### src/rtl/alu_writeback.sv
// ALU result writeback queue: buffers ALU results with precomputed flags and
// write-enable, delivers them in order to the register file, counts illegal opcodes.
module alu_writeback #(
  parameter int DEPTH = 2
) (
  input  logic        clk,
  input  logic        rst_n,
  input  logic        flush,
  input  logic        in_valid,
  output logic        in_ready,
  input  logic [31:0] in_result,
  input  logic [4:0]  in_opcode,
  input  logic [4:0]  in_rd,
  output logic        out_valid,
  input  logic        out_ready,
  output logic [31:0] out_data,
  output logic [4:0]  out_rd,
  output logic        out_we,
  output logic        out_zero,
  output logic        out_neg,
  output logic [7:0]  err_cnt
);

  localparam int PW = $clog2(DEPTH);
  localparam int CW = $clog2(DEPTH) + 1;

  typedef struct packed {
    logic [31:0] data;
    logic [4:0]  rd;
    logic        we;
    logic        zero;
    logic        neg;
  } entry_t;

  entry_t        mem_q [DEPTH];
  entry_t        mem_d [DEPTH];
  logic [PW-1:0] wr_ptr_q, wr_ptr_d;
  logic [PW-1:0] rd_ptr_q, rd_ptr_d;
  logic [CW-1:0] count_q, count_d;
  logic [7:0]    err_cnt_q, err_cnt_d;

  logic   push;
  logic   pop;
  logic   illegal_op;
  entry_t new_entry;
  entry_t head;

  assign in_ready   = rst_n && !flush && (count_q < CW'(DEPTH));
  assign out_valid  = rst_n && (count_q != '0);
  assign push       = in_valid && in_ready;
  assign pop        = out_valid && out_ready;
  assign illegal_op = (in_opcode >= 5'd16);

  // Flags are captured with the word so they can never drift from out_data.
  always_comb begin
    new_entry.data = in_result;
    new_entry.rd   = in_rd;
    new_entry.we   = !illegal_op && (in_rd != 5'd0);
    new_entry.zero = (in_result == 32'd0);
    new_entry.neg  = in_result[31];
  end

  // DEPTH is a power of two, so pointers wrap by plain overflow.
  always_comb begin
    mem_d     = mem_q;
    wr_ptr_d  = wr_ptr_q;
    rd_ptr_d  = rd_ptr_q;
    count_d   = count_q;
    err_cnt_d = err_cnt_q;
    if (flush) begin
      wr_ptr_d = '0;
      rd_ptr_d = '0;
      count_d  = '0;
    end else begin
      if (push) begin
        mem_d[wr_ptr_q] = new_entry;
        wr_ptr_d        = wr_ptr_q + 1'b1;
        if (illegal_op && (err_cnt_q != 8'hFF)) begin
          err_cnt_d = err_cnt_q + 8'd1;
        end
      end
      if (pop) begin
        rd_ptr_d = rd_ptr_q + 1'b1;
      end
      case ({push, pop})
        2'b10:   count_d = count_q + 1'b1;
        2'b01:   count_d = count_q - 1'b1;
        default: count_d = count_q;
      endcase
    end
  end

  always_ff @(posedge clk) begin
    if (!rst_n) begin
      wr_ptr_q  <= '0;
      rd_ptr_q  <= '0;
      count_q   <= '0;
      err_cnt_q <= '0;
    end else begin
      wr_ptr_q  <= wr_ptr_d;
      rd_ptr_q  <= rd_ptr_d;
      count_q   <= count_d;
      err_cnt_q <= err_cnt_d;
    end
  end

  always_ff @(posedge clk) begin
    mem_q <= mem_d;
  end

  assign head     = mem_q[rd_ptr_q];
  assign out_data = out_valid ? head.data : 32'd0;
  assign out_rd   = out_valid ? head.rd   : 5'd0;
  assign out_we   = out_valid && head.we;
  assign out_zero = out_valid && head.zero;
  assign out_neg  = out_valid && head.neg;
  assign err_cnt  = err_cnt_q;

endmodule

### config.mk
export PLATFORM = sky130hd
export DESIGN_NAME = alu_writeback
export DESIGN_NICKNAME = d
export VERILOG_FILES = /design/src/rtl/alu_writeback.sv
export SDC_FILE = /design/constraint.sdc
export NUM_CORES = 1
export LEC_CHECK = 0
export CAP_MARGIN = 20
export CORE_MARGIN = 10
export CORE_UTILIZATION = 45
export DETAILED_ROUTE_END_ITERATION = 16
export GPL_TIMING_DRIVEN = 0
export MAX_ROUTING_LAYER = met4
export PLACE_DENSITY = 0.75
export SLEW_MARGIN = 20
export SYNTH_ARGS = -nofsm -noshare
export SYNTH_HDL_FRONTEND = slang
export SYNTH_SLANG_ARGS = --single-unit
export TNS_END_PERCENT = 5
### constraint.sdc
create_clock -name clk -period 5.7 [get_ports clk]
set_input_delay 1.14 -clock clk [delete_from_list [all_inputs] [get_ports clk]]
set_output_delay 1.14 -clock clk [all_outputs]
set_load 0.005 [all_outputs]
Yosys cells after proc, flatten, opt, wreduce, memory -nomap -nowiden

Index checks and enable logic that the tools add are counted.

Add/sub/neg operators: 5
$mul: 0
Divide/modulo/power cells: 0
$lt $le $gt $ge: 5
Equality and inequality tests: 3
Shift operators: 0
Multiplexer cells: 9
Bitwise gates (word level): 4
Reduce and logical (&&, ||, !) cells: 20

Operator list:

| operator                                                             | number |
|---|---|
| 40-bit 2-to-1 mux                                                    | 4 |
| 80-bit bitwise mux                                                   | 1 |
| 40-bit demux with 1-bit select                                       | 1 |
| 32-bit logical NOT                                                   | 1 |
| 32-bit 2-to-1 mux                                                    | 1 |
| 1-bit logical AND                                                    | 11 |
| 8-bit by 1-bit adder with 8-bit output, second input constant        | 1 |
| 8-bit != test, second input constant                                 | 1 |
| 5-bit >= comparator, second input constant                           | 1 |
| 5-bit 2-to-1 mux                                                     | 1 |
| 5-bit nonzero test                                                   | 1 |
| 2-bit >= comparator, second input constant                           | 2 |
| 1-bit NOT with 2-bit output                                          | 2 |
| 2-bit one-hot mux with 2 select lines                                | 1 |
| 2-bit nonzero test                                                   | 2 |
| 3-bit AND reduction                                                  | 1 |
| 1-bit adder, second input constant                                   | 2 |
| 2-bit by 1-bit adder with 2-bit output, second input constant        | 1 |
| 2-bit by 1-bit == test with 1-bit output, second input constant      | 1 |
| 2-bit == test, second input constant                                 | 1 |
| 1-bit logical NOT                                                    | 2 |
| 2-bit by 1-bit < comparator with 1-bit output, second input constant | 1 |
| 2-bit < comparator, second input constant                            | 1 |
| 1-bit NOT                                                            | 2 |
| 3 further kinds                                                      | 3 |

Register bits after elaboration: 92
Latch bits: 0
RAM bits: 0
Memory bits (read-only): 0
Input bits: 47
Output and inout bits: 50
Logic and storage cells: 60
Memories kept: 0

Depth between registers and ports, before layout

Depth after elaboration: 6
Gate-level depth with buffers: 7
Mapped depth without buffers: 7

Worst setup path after synthesis

Ideal clock, no wire load.

Path type: input -> register
Start point: input flush
End point: register mem_q[41] (netlist name), enable pin
Library setup time: 0.436 ns
Arrival time: 3.225 ns
Data required time: 5.264 ns
Setup slack: 2.039 ns
Stages on the path: 3
Path buffers: 0
Cells stage by stage: and4bb_4 -> inv_1 -> nor2_1

Cells in the longest elaborated chain, start to end: 5
Elaborated cells between the ends (all ways): 6
Classes of those cells: bitwise (1); reduce/logical (5)

Ends and longest elaborated chain:

| item                                     | RTL line | source |
|---|---|---|
| from (decl)                              | 8        | `input logic flush,` |
| 1-bit logical NOT                        | 48       | `assign in_ready = rst_n && !flush && (count_q < CW'(DEPTH));` |
| 1-bit logical AND (2 in a row)           | 48       |  |
| 1-bit logical AND                        | 50       | `assign push = in_valid && in_ready;` |
| 2-bit AND reduction (no source line) (*) | -        |  |
| to (signal assigned)                     | 108      | `mem_q <= mem_d;` |
| to (decl)                                | 35       | `entry_t mem_q [DEPTH];` |

Every way passes the cells marked *; elsewhere a longest branch is shown, timed or not.
A chain may end at the register's enable or synchronous reset.

Worst setup path after layout

Start point: input rst_n
End point: output out_data[14]

Cells in the longest elaborated chain, start to end: 2

Ends and longest elaborated chain:

| item              | RTL line | source |
|---|---|---|
| from (decl)       | 7        | `input logic rst_n,` |
| 1-bit logical AND | 49       | `assign out_valid = rst_n && (count_q != '0);` |
| 32-bit 2-to-1 mux | 112      | `assign out_data = out_valid ? head.data : 32'd0;` |
| to (decl)         | 16       | `output logic [31:0] out_data,` |

No other way between the ends.

==> impl_metrics.csv <==
group,metric,value,unit
timing,clock_skew,0.00677,ns
logic_synthesis,synth-seq-cells,90,
floorplanning,start_util,0.465,
detailed_routing,route.detailed.drc,0,
logic_synthesis,post-synth-top-count-cell,"edfxtp_1",
grt,grt_start_max_net_pins,40,
timing,setup_violations,0,
logic_synthesis,synth_edf_count,78,
setup_path,cp.required,4.56,ns
setup_path,worstSetupPathType,"in -> out",
timing,worst_slack,1.34,ns
power_and_ir_drop,ir_drop,0.000141,V
clocking,clk_path_buf_depth,2,
logic_synthesis,ys_seq_area_frac,0.719,
setup_path,cp.buffers_inverters,4,
detailed_routing,routed_via_density,5.13,
timing,rsz0062_at_grt,"false",
power_and_ir_drop,p_total,1.17,mW
timing,maxSlewHeadroom,0.351,
finish,nFillCells,610,
finish,final_cells,454,
grt,grt_pass1_vias,2352,
logic_synthesis,synth_nets,292,
logic_synthesis,yosysWarnings,0,
logic_synthesis,post_synth_most_frequent_cells,"edfxtp_1, nor2_1, mux2i_1, dfxtp_1, nor4_1",
logic_synthesis,async_flop_share,0,
finish,post-route-util,0.627,
setup_path,cp-start-kind,"primary input",
setup_path,crit_family,"buffers and inverters",
finish,seq_area,2580,um2
detailed_routing,drt-initial-drc-count,93,
setup_path,crit_chain,"clkdlybuf4s50_1 -> o21ai_0 -> clkbuf_1 -> buf_2 -> nor2_1 -> clkdlybuf4s50_1",
setup_path,crit_path_max_incr_delay,0.57,ns
place,dp_slack,1.32,ns
timing,timing.fmax,230,MHz
logic_synthesis,syn_inst,243,
power_and_ir_drop,leakage,1.50,nW
clocking,post_cts_buffers,0,
logic_synthesis,yosysTopAreaCell,"edfxtp_1",
power_and_ir_drop,powerDensity,241,nW/um2
clocking,hold_buffers,0,
finish,layout-drive-gt1-share,0.0739,
finish,area_growth,34.9,%
grt,grt_usage,0.134,
grt,grt-ovfl-total,0,
logic_synthesis,synthDominantCellAreaShare,0.652,
clocking,htreeDepth,3,
detailed_routing,firstDrtPassIters,4,
clocking,clk_latency,0.35,ns
detailed_routing,wl,7910,um
setup_path,arrival,3.22,ns
job,drv_cap,0,
timing,slew_violations,0,
floorplanning,fp.dieH,109,um
setup_path,cp_slowest_cell,"clkdlybuf4s50_1",
clocking,cts_resized,0,
place,globalplace.congestion,0.758,
floorplanning,core,7730,um2
logic_synthesis,syn_avg_cell_area,14.8,um2
detailed_routing,drt.antenna.violating_nets,0,
clocking,clk_pin_slew_worst_paths,0.08,ns
timing,worst_pin_slew,0.973,ns
place,hpwl,5660,um
outcome,status,"complete, no violations",
timing,tns,0,ns
clocking,root_buffer,"clkbuf_8",
clocking,cts_tree,"built",
place,dpl.cell_count,438,
clocking,cts_buffers,9,
logic_synthesis,netlist_area,3590,um2
logic_synthesis,synthTopCellsByArea,"edfxtp_1, mux2i_1, dfxtp_1, nor2_1, nor4_1",
finish,multi_input_area,955,um2
place,io_buffers,92,
setup_path,endpoint_kind,"primary output",
timing,hold_violations,0,
floorplanning,dieArea,12000,um2
clocking,clock_sinks,90,
detailed_routing,wl_per_cell,17.4,um
logic_synthesis,synth_ff_type,"edfxtp_1",
detailed_routing,vias,2330,
floorplanning,rows,32,
setup_path,critical_path.max_fanout,10,
setup_path,cp_common_cell,"clkdlybuf4s50_1",
grt,antenna_found_initial,0,
floorplanning,io_pins,97,
finish,fin_nets,396,
grt,grt_pass1_wl,12000,um
timing,finalCritPeriodShare,0.764,
worst_hold_path,min_path_type,"reg -> reg",
finish,n_antenna_cell,0,
floorplanning,die_x,109,um
logic_synthesis,ys_types,29,
timing,min_period,4.36,ns
[sequential cells by signal (all words and copies together), names as in the netlist]
name and count:
err_cnt 8, mem_q 78, count_q 2, wr_ptr_q 1, rd_ptr_q 1
[report_power, final]
group / switching [mW] / total (mW) / internal [mW]
Sequential: 0.00268 / 0.728 / 0.725
Combinational: 0.0296 / 0.0699 / 0.0403
Clock: 0.216 / 0.372 / 0.156
[routing by layer]
layer	up-vias	wire length (um)	global-route usage
li1	1110	-	-
met1	1134	3280	0.156
met2	73	4050	0.221
met3	13	461	0.0298
met4	0	121	0.0558
met5	-	0	-
[final timing paths]
kind                           start  cells after the start                      end  slack, ns
max                            rst_n                      6             out_data[14]       1.34
min          err_cnt[6]$_SDFFE_PN0P_                      2  err_cnt[6]$_SDFFE_PN0P_       0.51
max reg2reg  count_q[0]$_SDFFE_PP0P_                      6  count_q[1]$_SDFFE_PP0P_       3.71
min reg2reg  err_cnt[6]$_SDFFE_PN0P_                      2  err_cnt[6]$_SDFFE_PN0P_       0.51
[tightest hold or removal path, stage by stage (launching register included)]
cell and delay, ns:
dfxtp_1 0.34, o31ai_1 0.07, a21oi_1 0.06
[metrics by stage]
stage	hold WS, ns	cell area (um2)
after floorplan	0.477	3590
after global placement	0.478	4640
after detailed placement	0.488	4680
after CTS	0.511	4850
after global routing	0.553	4850
final	0.512	4850
[cell type report]
class                           instances  share of cell area
Sequential cell                        90               0.533
Multi-Input combinational cell        139               0.197
Timing Repair Buffer                   93               0.196
Tap cell                              102              0.0263
Clock buffer                            9              0.0256
Buffer                                 10             0.00981
Clock inverter                          7             0.00955
Inverter                                4             0.00310
[cell usage in the layout, fill, tap and decap left out]
cell,Yosys,layout
and2_2,1,1
inv_1,4,4
clkbuf_1,4,4
or4_1,1,1
ha_1,2,2
nor3_1,1,1
o31ai_1,3,3
buf_16,0,1
clkinv_4,0,1
nand2_1,2,2
and4bb_4,1,1
o21ai_0,4,4
nor2_1,49,48
xnor2_1,3,3
or2b_1,1,1
clkdlybuf4s50_1,0,92
xor2_1,3,3
clkbuf_8,0,9
buf_2,5,5
edfxtp_1,78,78
o211ai_1,2,2
nand4_1,3,3
and2_1,1,1
nor4_1,8,8
nor2_4,0,1
or3_1,3,3
buf_4,1,1
mux2i_1,40,40
dfxtp_1,12,12
clkinvlp_4,0,4
o2111ai_2,1,1
nand3_1,3,3
and3_1,1,1
clkinv_1,0,2
o211ai_4,1,1
a21oi_1,5,5
[cells by family after synthesis]
kind of cell / after synthesis / synth area share
muxes: 40 / 0.111
adders and majority gates: 2 / 0.00697
xor gates and xnor gates: 6 / 0.0146
DFF: 90 / 0.719
buffers and inverters: 14 / 0.0174
AOI/OAI and AO/OA: 16 / 0.0331
and+or+nand+nor: 75 / 0.0975
Power figures use the tool's default switching activity.
